--- src/rtl/l2_port_arbiter.sv ---
// Shares the single L2 slave port between the JTAG access bridge (port 0) and the
// on-chip test-pattern engine (port 1); responses are routed back in issue order.
module l2_port_arbiter #(
  parameter int ADDR_WIDTH      = 32,
  parameter int DATA_WIDTH      = 32,
  parameter int MAX_OUTSTANDING = 4
) (
  input  logic                        clk_i,
  input  logic                        rst_i,
  input  logic [1:0]                  m_req_i,
  input  logic [1:0]                  m_we_i,
  input  logic [2*ADDR_WIDTH-1:0]     m_addr_i,
  input  logic [2*(DATA_WIDTH/8)-1:0] m_be_i,
  input  logic [2*DATA_WIDTH-1:0]     m_wdata_i,
  output logic [1:0]                  m_gnt_o,
  output logic [1:0]                  m_rvalid_o,
  output logic [DATA_WIDTH-1:0]       m_rdata_o,
  output logic                        mem_req_o,
  output logic                        mem_we_o,
  output logic [ADDR_WIDTH-1:0]       mem_addr_o,
  output logic [DATA_WIDTH/8-1:0]     mem_be_o,
  output logic [DATA_WIDTH-1:0]       mem_wdata_o,
  input  logic                        mem_gnt_i,
  input  logic                        mem_rvalid_i,
  input  logic [DATA_WIDTH-1:0]       mem_rdata_i,
  output logic                        err_o
);

  localparam int BE_W  = DATA_WIDTH / 8;
  localparam int PTR_W = (MAX_OUTSTANDING > 1) ? $clog2(MAX_OUTSTANDING) : 1;
  localparam int CNT_W = $clog2(MAX_OUTSTANDING) + 1;

  logic                       prio_r;
  logic [CNT_W-1:0]           cnt_r;
  logic [PTR_W-1:0]           wr_ptr_r;
  logic [PTR_W-1:0]           rd_ptr_r;
  logic [MAX_OUTSTANDING-1:0] owner_r;
  logic                       err_r;

  logic winner_s;
  logic full_s;
  logic empty_s;
  logic accept_s;
  logic pop_s;
  logic head_s;

  // Full/empty come from registered occupancy only, so mem_rvalid_i never reaches mem_req_o.
  assign full_s  = (cnt_r == CNT_W'(MAX_OUTSTANDING));
  assign empty_s = (cnt_r == CNT_W'(0));

  // Winner selection: a lone requester wins, contention is settled by prio_r.
  always_comb begin
    winner_s = prio_r;
    case (m_req_i)
      2'b01:   winner_s = 1'b0;
      2'b10:   winner_s = 1'b1;
      2'b11:   winner_s = prio_r;
      default: winner_s = prio_r;
    endcase
  end

  assign mem_req_o = (|m_req_i) & ~full_s;
  assign accept_s  = mem_req_o & mem_gnt_i;
  assign pop_s     = mem_rvalid_i & ~empty_s;
  assign head_s    = owner_r[rd_ptr_r];

  // Address-phase mux and per-port grant.
  always_comb begin
    mem_we_o    = 1'b0;
    mem_addr_o  = '0;
    mem_be_o    = '0;
    mem_wdata_o = '0;
    m_gnt_o     = 2'b00;
    if (winner_s) begin
      mem_we_o    = m_we_i[1];
      mem_addr_o  = m_addr_i[ADDR_WIDTH +: ADDR_WIDTH];
      mem_be_o    = m_be_i[BE_W +: BE_W];
      mem_wdata_o = m_wdata_i[DATA_WIDTH +: DATA_WIDTH];
      m_gnt_o     = {accept_s, 1'b0};
    end else begin
      mem_we_o    = m_we_i[0];
      mem_addr_o  = m_addr_i[0 +: ADDR_WIDTH];
      mem_be_o    = m_be_i[0 +: BE_W];
      mem_wdata_o = m_wdata_i[0 +: DATA_WIDTH];
      m_gnt_o     = {1'b0, accept_s};
    end
  end

  // Response routing to the port recorded at the FIFO head.
  always_comb begin
    m_rvalid_o = 2'b00;
    if (head_s) begin
      m_rvalid_o = {pop_s, 1'b0};
    end else begin
      m_rvalid_o = {1'b0, pop_s};
    end
  end

  assign m_rdata_o = mem_rdata_i;
  assign err_o     = err_r;

  // Round-robin priority flips away from each accepted winner.
  always_ff @(posedge clk_i) begin
    if (rst_i) begin
      prio_r <= 1'b0;
    end else if (accept_s) begin
      prio_r <= ~winner_s;
    end else begin
      prio_r <= prio_r;
    end
  end

  // Owner FIFO storage and pointers; pointers wrap naturally at the power-of-two depth.
  always_ff @(posedge clk_i) begin
    if (rst_i) begin
      owner_r  <= '0;
      wr_ptr_r <= '0;
      rd_ptr_r <= '0;
    end else begin
      if (accept_s) begin
        owner_r[wr_ptr_r] <= winner_s;
        wr_ptr_r          <= wr_ptr_r + PTR_W'(1);
      end
      if (pop_s) begin
        rd_ptr_r <= rd_ptr_r + PTR_W'(1);
      end
    end
  end

  // Occupancy count; a simultaneous push and pop leaves it unchanged.
  always_ff @(posedge clk_i) begin
    if (rst_i) begin
      cnt_r <= '0;
    end else begin
      case ({accept_s, pop_s})
        2'b10:   cnt_r <= cnt_r + CNT_W'(1);
        2'b01:   cnt_r <= cnt_r - CNT_W'(1);
        default: cnt_r <= cnt_r;
      endcase
    end
  end

  // Sticky error on a response with nothing outstanding.
  always_ff @(posedge clk_i) begin
    if (rst_i) begin
      err_r <= 1'b0;
    end else if (mem_rvalid_i && empty_s) begin
      err_r <= 1'b1;
    end else begin
      err_r <= err_r;
    end
  end

endmodule

--- config.mk ---
export PLATFORM = sky130hd
export DESIGN_NAME = l2_port_arbiter
export DESIGN_NICKNAME = d
export VERILOG_FILES = /design/src/rtl/l2_port_arbiter.sv
export SDC_FILE = /design/constraint.sdc
export NUM_CORES = 1
export LEC_CHECK = 0
export ABC_AREA = 1
export BUFFER_PORTS_ARGS = -buffer_cell sky130_fd_sc_hd__buf_2
export CAP_MARGIN = 25
export CORE_AREA = 2 2 110 112
export CTS_CLUSTER_SIZE = 12
export DETAILED_ROUTE_END_ITERATION = 7
export DIE_AREA = 0 0 112 114
export GPL_ROUTABILITY_DRIVEN = 0
export PLACE_DENSITY_LB_ADDON = 0.15
export SLEW_MARGIN = 20
export SYNTH_ARGS = -nofsm -noshare
export SYNTH_HDL_FRONTEND = slang
export SYNTH_SLANG_ARGS = --single-unit
--- constraint.sdc ---
create_clock -name clk_i -period 2.24 [get_ports clk_i]
set_input_delay 0.672 -clock clk_i [delete_from_list [all_inputs] [get_ports clk_i]]
set_output_delay 0.672 -clock clk_i [all_outputs]
set_load 0.01 [all_outputs]
==> impl_metrics.yaml, run 1 <==
outcome:
  status: "finished with violations"
  violations: "setup timing"
placed_design:
  pre_cts_ws_ns: -0.371
  hpwlAfterDp_mm: 6.94
  place_area_mm2: 0.00311
  portBuffers: 218
yosys:
  syn_avg_cell_area_um2: 5.17
  synth_seq_cells: 13
  synth_fp_nets: 550
  synth_common_cells: "nand2_1 (228), buf_4 (38), inv_1 (23)"
  ys_top_cells_by_area: "nand2_1 (45%), buf_4 (15%), dfxtp_1 (14%)"
  synthArstFlopShare_pct: 0
  synth_top_area_cell: "nand2_1"
  synth_area_mm2: 0.00189
  synth_cells: 366
  ys.flop_type: "dfxtp_1"
  synth_edf_count: 0
  yosysWarningCount: 0
  synth_most_common_cell: "nand2_1"
  synth_top_area_share_pct: 45.2
  synth-seq-area-share_pct: 13.7
  synth_cell_types: 18
setup_path:
  critPathCaptureType: "output port"
  arrival_ns: 1.85
  path_class: "in -> out"
  cp_max_fo: 18
  slowest_delay_ns: 0.20
  critPathTopFamily: "buffers and inverters"
  cp_slowest_cell: "clkbuf_16"
  crit_path_start_kind: "input port"
  crit_required_ns: 1.57
  critical_path_buf_inv_count: 6
  cp_common_cell: "nand2_2"
  crit_chain: "buf_8 > buf_6 > ha_4 > inv_2 > nand2_2 > nand2_8 > clkinv_8 > clkbuf_16 > nand2_1 > nand2_2 > buf_2"
global_routing:
  grt_pass1_wl_mm: 12.9
  first_global_vias: 2543
  grt_max_degree: 47
  grt_remaining_overflow: 0
  antenna_found_initial: 3
  grt_usage_pct: 12.3
sta:
  skew_ns: 0.00303
  max_freq_mhz: 397
  tightest_slew_ns: 0.254
  fin_crit_ns: 2.52
  max_slew_margin_pct: 83.0
  hold_viol: 0
  slew_violations: 0
  finalSetupViolCount: 71
  rsz0062_at_grt: "true"
  finalCritPeriodShare_pct: 113
  fin_ws_ns: -0.282
routing:
  ant_nets: 0
  wl_per_cell_um: 13.4
  wl_met3_um: 836
  first_pass_iters: 4
  drc: 0
  avgViaCountPerCell: 4.04
  drt_wl_total_mm: 9.58
  met2_length_mm: 4.59
  dr.first_iter.drc_count: 114
  met1_length_mm: 4.00
  routed.top_layer: "met4"
  num_vias: 2894
cts:
  cts_root_buffer: "clkbuf_16"
  clk_pin_slew_ns: 0.05
  clock_sinks: 13
  clkLatencyLatePin_ns: 0.24
  htreeDepth: 1
  cts_buffers: 3
  cts_tree: "built"
  cts_buffer_depth: 2
floorplanning:
  die_x_um: 112
  fp.dieH_um: 114
  start_util_pct: 16.2
  row_count: 40
  die-area_mm2: 0.0128
  ioPinCount: 283
  core-area_mm2: 0.0117
finish:
  layout-drive-gt1-share_pct: 61.6
  final_core_util_pct: 32.6
  multi_input_area_mm2: 0.00149
  ff_latch_area_um2: 260
  nets: 752
  area_growth_pct: 102
  fillers: 1317
  fin_area_mm2: 0.00381
min_path:
  hp-class: "reg -> reg"
power_and_ir_drop:
  power_density_mw_per_mm2: 571
  ir_worst_vdd_mv: 0.322
  p_leak_uw: 0.00220
  finalPower_uw: 2180
run:
  maxCapViolations: 0
==> placed cells by master, fill, tap and decap left out, types with 2 or more instances in the layout <==
cell | netlist | routed
nand3_1 | 4 | 4
a21oi_1 | 11 | 11
buf_6 | 0 | 21
o21ai_0 | 7 | 7
ha_4 | 0 | 2
dfxtp_1 | 13 | 13
buf_16 | 0 | 3
nor2_1 | 9 | 8
buf_4 | 38 | 10
buf_12 | 0 | 7
inv_2 | 1 | 2
buf_8 | 0 | 4
nand2_1 | 228 | 142
ha_1 | 7 | 5
nand2_2 | 1 | 81
nand4_1 | 8 | 8
nand2_4 | 1 | 6
diode_2 | 0 | 3
clkbuf_16 | 0 | 7
buf_2 | 10 | 197
nor2_2 | 2 | 2
inv_1 | 23 | 19
==> per-layer routing <==
layer | GRT usage (%) | vias up
met4 | 3.41 | 0
met2 | 21.3 | 135
met5 | 0 | -
li1 | - | 1486
met1 | 15.3 | 1255
met3 | 3.03 | 18
==> path summary, 6_finish.rpt <==
check        slack [ns]  startpoint             end  cells after the start
max               -0.28  m_req_i[1]  mem_addr_o[21]                     11
min                0.46       err_o           err_o                      2
max reg2reg        0.37    cnt_r[2]        cnt_r[2]                     11
min reg2reg        0.46       err_o           err_o                      2
==> kinds of logic after synthesis <==
kind of cell               Yosys count  share of synthesized area (%)
DFF                                 13                           13.7
adders and majority gates            8                           5.68
buffers and inverters               73                           22.7
and+or+nand+nor                    253                           52.3
AOI/OAI and AO/OA                   19                           5.62
==> flip-flops by register name (all words and copies together) (netlist names) <==
| register | count |
|---|---|
| rd_ptr_r | 2 |
| prio_r | 1 |
| cnt_r | 3 |
| err_o | 1 |
| owner_r | 4 |
| wr_ptr_r | 2 |
==> cell type report <==
cell class              count  share of cell area, %
repair buffers            246                   44.0
multi-input cells         280                   39.1
flip-flops and latches     13                   6.82
well taps                 147                   4.82
inverters                  24                   2.95
clock buffers               3                   1.97
diodes                      3                  0.197
clock inverters             1                  0.131
==> per-stage QoR <==
stage	TNS, ns	hold WS, ns	std cells
final	-17.22	0.456	717
after global placement	-22.94	0.440	694
after floorplan	-0.972	0.470	366
after global routing	-21.42	0.481	715
after detailed placement	-20.84	0.451	694
after CTS	-17.94	0.462	706
==> worst reg2reg max path, cell delays in order (launching register included) <==
cell and delay (ns):
dfxtp_1 0.39, inv_1 0.10, nand2_1 0.09, nand2_2 0.09
inv_1 0.10, ha_1 0.16, inv_1 0.06, fa_1 0.39
nand2_1 0.08, nand3_1 0.09, o21ai_0 0.15, a21oi_1 0.05
==> repair_timing <==
item                       in CTS  in global routing
setup endpoints to repair      71                 71
resized for setup              53                 37
cloned                          4                  7
buffers inserted                4                  3
hold buffers                    0                  0
pin swaps                      10                  7
==> power by group <==
part	total (uW)	switching, uW	leakage [uW]	internal [uW]
combinational	1530	797	0.00205	728
clock	334	97.1	0.0000409	237
sequential	318	38.0	0.000107	280
No activity file was read; power rests on OpenSTA's default activity.
==> inputs of run 2 (changes only) <==
--- a/config.mk
+++ b/config.mk
@@ -14,6 +14,7 @@
 export DIE_AREA = 0 0 112 114
 export GPL_ROUTABILITY_DRIVEN = 0
 export PLACE_DENSITY_LB_ADDON = 0.15
+export RECOVER_POWER = 25
 export SLEW_MARGIN = 20
 export SYNTH_ARGS = -nofsm -noshare
 export SYNTH_HDL_FRONTEND = slang
==> run 2 against run 1 <==
The flow still finishes with violations (setup timing). Largest cell class unchanged. Critical path depth unchanged. Via count did not move. Setup slack did not move. Clock-buffer cell count unchanged. Critical endpoint unchanged.
==> impl_metrics.yaml, run 2 (synthesis results as in run 1) <==
outcome:
  status: "finished with violations"
  violations: "setup timing"
finish:
  top_register: "owner_r"
  layout_common_cells: "buf_2 (197), nand2_1 (143), nand2_2 (80)"
  final_common_cell: "buf_2"
  area_growth_pct: 101
  instances_no_fill: 717
  nets: 752
  multi_input_area_mm2: 0.00149
  fillers: 1319
  layout-drive-gt1-share_pct: 61.2
  ff_latch_area_um2: 260
  reg.largest.list: "owner_r (4), cnt_r (3)"
  largest_register_ff_count: 4
  final_core_util_pct: 32.5
routing:
  num_vias: 2894
  drt_wl_total_mm: 9.58
  avgViaCountPerCell: 4.04
  dr.first_iter.drc_count: 114
  wl_per_cell_um: 13.4
  drc: 0
  first_pass_iters: 4
  ant_nets: 0
cts:
  cts_tree: "built"
  cts_buffer_depth: 2
  htreeDepth: 1
  cts_buffers: 3
  cts_root_buffer: "clkbuf_16"
  clock_sinks: 13
  clk_pin_slew_ns: 0.05
  hold_buffers: 0
  clkLatencyLatePin_ns: 0.24
sta:
  finalCritPeriodShare_pct: 113
  rsz0062_at_grt: "true"
  finalSetupViolCount: 71
  hold_viol: 0
  whs_ns: 0.456
  fin_ws_ns: -0.282
  max_freq_mhz: 397
  max_slew_margin_pct: 73.3
  slew_violations: 0
  tightest_slew_ns: 0.398
  fin_crit_ns: 2.52
  skew_ns: 0.00303
global_routing:
  grt_remaining_overflow: 0
  grt_usage_pct: 12.3
  antenna_found_initial: 3
  first_global_vias: 2543
  grt_pass1_wl_mm: 12.9
  grt_max_degree: 47
min_path:
  hp-class: "reg -> reg"
floorplanning:
  ioPinCount: 283
  core-area_mm2: 0.0117
  die-area_mm2: 0.0128
  die_x_um: 112
  fp.dieH_um: 114
  start_util_pct: 16.2
  row_count: 40
power_and_ir_drop:
  ir_worst_vdd_mv: 0.310
  p_leak_uw: 0.00220
  power_density_mw_per_mm2: 569
setup_path:
  critPathCaptureType: "output port"
  cp_common_cell: "nand2_2"
  crit_required_ns: 1.57
  path_class: "in -> out"
  crit_chain: "buf_8 > buf_6 > ha_4 > inv_2 > nand2_2 > nand2_8 > clkinv_8 > clkbuf_16 > nand2_1 > nand2_2 > buf_2"
  cp_max_fo: 18
  cp_slowest_cell: "clkbuf_16"
  arrival_ns: 1.85
  crit_path_start_kind: "input port"
  slowest_delay_ns: 0.20
placed_design:
  placed_cells: 694
  portBuffers: 218
  hpwlAfterDp_mm: 6.94
run:
  maxCapViolations: 0
[run 2: changes by cell type in the layout (fill, tap and decap cells not counted)]
| cell | change |
|---|---|
| nand2_2 | -1 |
| nand2_1 | +1 |
| nor2_2 | -1 |
| nor2_1 | +1 |
[run 2: worst max-delay path, delay by kind of cell]
| family | cells | cell delay (ns) |
|---|---|---|
| buffers and inverters | 6 | 0.70 |
| adder cells (fa/ha/maj) | 1 | 0.14 |
| AND/OR/NAND/NOR | 4 | 0.32 |
[run 2: timing repair]
item / 4_1_cts / 5_1_grt
gates cloned: 4 / 7
buffers inserted: 4 / 3
endpoints found under the setup margin: 71 / 71
resized for setup: 53 / 37
pin swaps: 10 / 7
[run 2: stage by stage]
stage / setup WS (ns) / area [um^2] / power, uW / setup TNS (ns)
4_1_cts: -0.301 / 3550 / 2070 / -17.94
2_1_floorplan: -0.0194 / 2040 / 1080 / -0.972
6_report: -0.282 / 3810 / 2170 / -17.22
3_3_place_gp: -0.422 / 3110 / 1500 / -22.94
3_5_place_dp: -0.371 / 3110 / 1510 / -20.84
5_1_grt: -0.341 / 3800 / 2350 / -21.42
[run 2: layer usage]
metal | part of all wire, % | vias up | wire length, um | track usage [%]
met1 | 42 | 1255 | 4000 | 15.3
li1 | - | 1486 | - | -
met5 | 0 | - | 0 | 0
met4 | 1.6 | 0 | 157 | 3.41
met2 | 48 | 135 | 4590 | 21.3
met3 | 8.7 | 18 | 836 | 3.03
[run 2: cell type report]
class | instances | share of cell area, %
Multi-Input combinational cell | 280 | 39.0
Clock buffer | 3 | 1.97
Timing Repair Buffer | 246 | 44.1
Tap cell | 147 | 4.83
Sequential cell | 13 | 6.83
Inverter | 24 | 2.96
Antenna cell | 3 | 0.197
Clock inverter | 1 | 0.131
[run 2: report_power, final]
group          switching, uW  internal [uW]
registers               35.9            280
clock network           97.1            237
logic                    794            725
total                    927           1240
[run 2: final timing paths]
path | from | slack, ns | depth (start not counted) | endpoint
max | m_req_i[1] | -0.28 | 11 | mem_addr_o[21]
min reg2reg | err_o | 0.46 | 2 | err_o
min | err_o | 0.46 | 2 | err_o
max reg2reg | cnt_r[1] | 0.27 | 10 | cnt_r[2]
==> inputs of run 3 (changes only) <==
--- a/config.mk
+++ b/config.mk
@@ -14,7 +14,7 @@
 export DIE_AREA = 0 0 112 114
 export GPL_ROUTABILITY_DRIVEN = 0
 export PLACE_DENSITY_LB_ADDON = 0.15
-export RECOVER_POWER = 25
+export RECOVER_POWER = 100
 export SLEW_MARGIN = 20
 export SYNTH_ARGS = -nofsm -noshare
 export SYNTH_HDL_FRONTEND = slang
==> run 3 against run 2 <==
The run still ends with setup timing left. Utilization shrank 0.20 points. Hold slack gained 0.0022 ns. Total power fell by 1.1%. Final area fell by 0.62%. Clock-buffer cell count is the same. Via count shrank 0.28%. Setup slack lost 0.0040 ns. Die area unchanged. Sequential share of layout area about the same. Maximum frequency is 0.16% lower. Sequential power shrank 1%. Largest power group unchanged.
==> impl_metrics.yaml, run 3 (synthesis results as in run 1) <==
run:
  maxCapViolations: 0
routing:
  wl_per_cell_um: 13.4
  num_vias: 2886
  avgViaCountPerCell: 4.03
  drt_wl_total_mm: 9.58
  drc: 0
  ant_nets: 0
  dr.first_iter.drc_count: 111
  first_pass_iters: 4
global_routing:
  first_global_vias: 2543
  grt_max_degree: 47
  antenna_found_initial: 3
  grt_usage_pct: 12.3
  grt_remaining_overflow: 0
  grt_pass1_wl_mm: 12.9
cts:
  clk_pin_slew_ns: 0.05
  clkLatencyLatePin_ns: 0.24
  clock_sinks: 13
  htreeDepth: 1
  cts_buffer_depth: 2
  cts_root_buffer: "clkbuf_16"
  cts_buffers: 3
  cts_tree: "built"
power_and_ir_drop:
  comb_power_share_pct: 69.9
  switchingPower_uw: 916
  power_density_mw_per_mm2: 567
  p_leak_uw: 0.00218
  swShare_pct: 42.7
  seq_power_share_pct: 14.6
  clockPowerShare_pct: 15.6
  intPower_uw: 1230
  ir_worst_vdd_mv: 0.289
setup_path:
  crit_chain: "buf_8 > inv_8 > ha_4 > inv_2 > nand2_4 > nand2_8 > buf_8 > buf_6 > buf_6 > nor2_4 > buf_6"
  critPathCaptureType: "output port"
  cp_max_fo: 4
  slowest_delay_ns: 0.26
  arrival_ns: 1.85
  critical_path_buf_inv_count: 7
  crit_required_ns: 1.57
  cp_slowest_cell: "ha_4"
  path_class: "in -> out"
  cp_common_cell: "buf_6"
  crit_path_start_kind: "input port"
  critPathTopFamily: "buffers and inverters"
sta:
  tightest_slew_ns: 0.319
  skew_ns: 0.00306
  finalSetupViolCount: 72
  hold_viol: 0
  rsz0062_at_grt: "true"
  fin_crit_ns: 2.53
  fin_ws_ns: -0.286
  max_freq_mhz: 396
  slew_violations: 0
  finalCritPeriodShare_pct: 113
  fin_setup_tns_ns: -17.22
  max_slew_margin_pct: 78.7
  whs_ns: 0.459
finish:
  nets: 752
  final_common_cell: "buf_2"
  largest_register_ff_count: 4
  top_register: "owner_r"
  layout-drive-gt1-share_pct: 60.5
  fillers: 1326
  final_core_util_pct: 32.3
  area_growth_pct: 100
  instances_no_fill: 717
  reg.largest.list: "owner_r (4), cnt_r (3)"
  layout_common_cells: "buf_2 (196), nand2_1 (144), nand2_2 (80)"
placed_design:
  pre_cts_ws_ns: -0.371
  placed_cells: 694
  hpwlAfterDp_mm: 6.94
  portBuffers: 218
outcome:
  status: "finished with violations"
  violations: "setup timing"
floorplanning:
  row_count: 40
  ioPinCount: 283
  fp.dieH_um: 114
  die-area_mm2: 0.0128
  core-area_mm2: 0.0117
  die_x_um: 112
  start_util_pct: 16.2
min_path:
  hp-class: "reg -> reg"
## run 3: cell count changes in the layout (fill, tap and decap cells not counted)
cell	delta
a21oi_1	+1
nand2_4	-1
a21oi_4	-1
buf_4	-1
nand2_1	+1
buf_2	-1
clkbuf_1	+2
## run 3: stage by stage
stage	power (uW)	cell area (um^2)
final	2150	3790
after global routing	2330	3780
after CTS	2070	3550
after detailed placement	1510	3110
after global placement	1500	3110
after floorplan	1080	2040
## run 3: tightest hold or removal path, stage by stage, from the launching register on
cell and delay [ns]:
dfxtp_1 0.31, inv_1 0.05, a21oi_1 0.05
## run 3: final timing paths
check	slack, ns	cells after the start	startpoint	endpoint
setup / recovery	-0.29	11	m_req_i[0]	m_gnt_o[1]
hold / removal	0.46	2	err_o	err_o
setup reg to reg	0.15	10	cnt_r[1]	cnt_r[2]
hold reg to reg	0.46	2	err_o	err_o
## run 3: layout make-up
class | instances | area, um^2 | share of cell area [%]
repair buffers | 246 | 1680 | 44.2
well taps | 147 | 184 | 4.86
flip-flops and latches | 13 | 260 | 6.87
diodes | 3 | 7.51 | 0.198
inverters | 24 | 113 | 2.97
multi-input cells | 280 | 1470 | 38.7
clock inverters | 1 | 5.00 | 0.132
clock buffers | 3 | 75.1 | 1.98
## run 3: power groups by stage
stage               logic (uW)  clock network [uW]  registers, uW
floorplan                  761                   0            318
global placement          1180                   0            322
detailed placement        1190                   0            323
CTS                       1400                 346            319
global route              1650                 353            320
finish                    1500                 334            312
## run 3: per-layer routing
layer	wire (um)	GRT usage (%)	vias up
li1	-	-	1487
met1	4020	15.3	1251
met2	4590	21.3	132
met3	834	3.03	16
met4	138	3.41	0
met5	0	0	-
## run 3: timing repair
action | in CTS | in global routing
hold buffers | 0 | 0
gates resized for setup | 53 | 37
pin swaps | 10 | 7
setup endpoints to repair | 71 | 71
gates cloned | 4 | 7
buffers inserted | 4 | 3
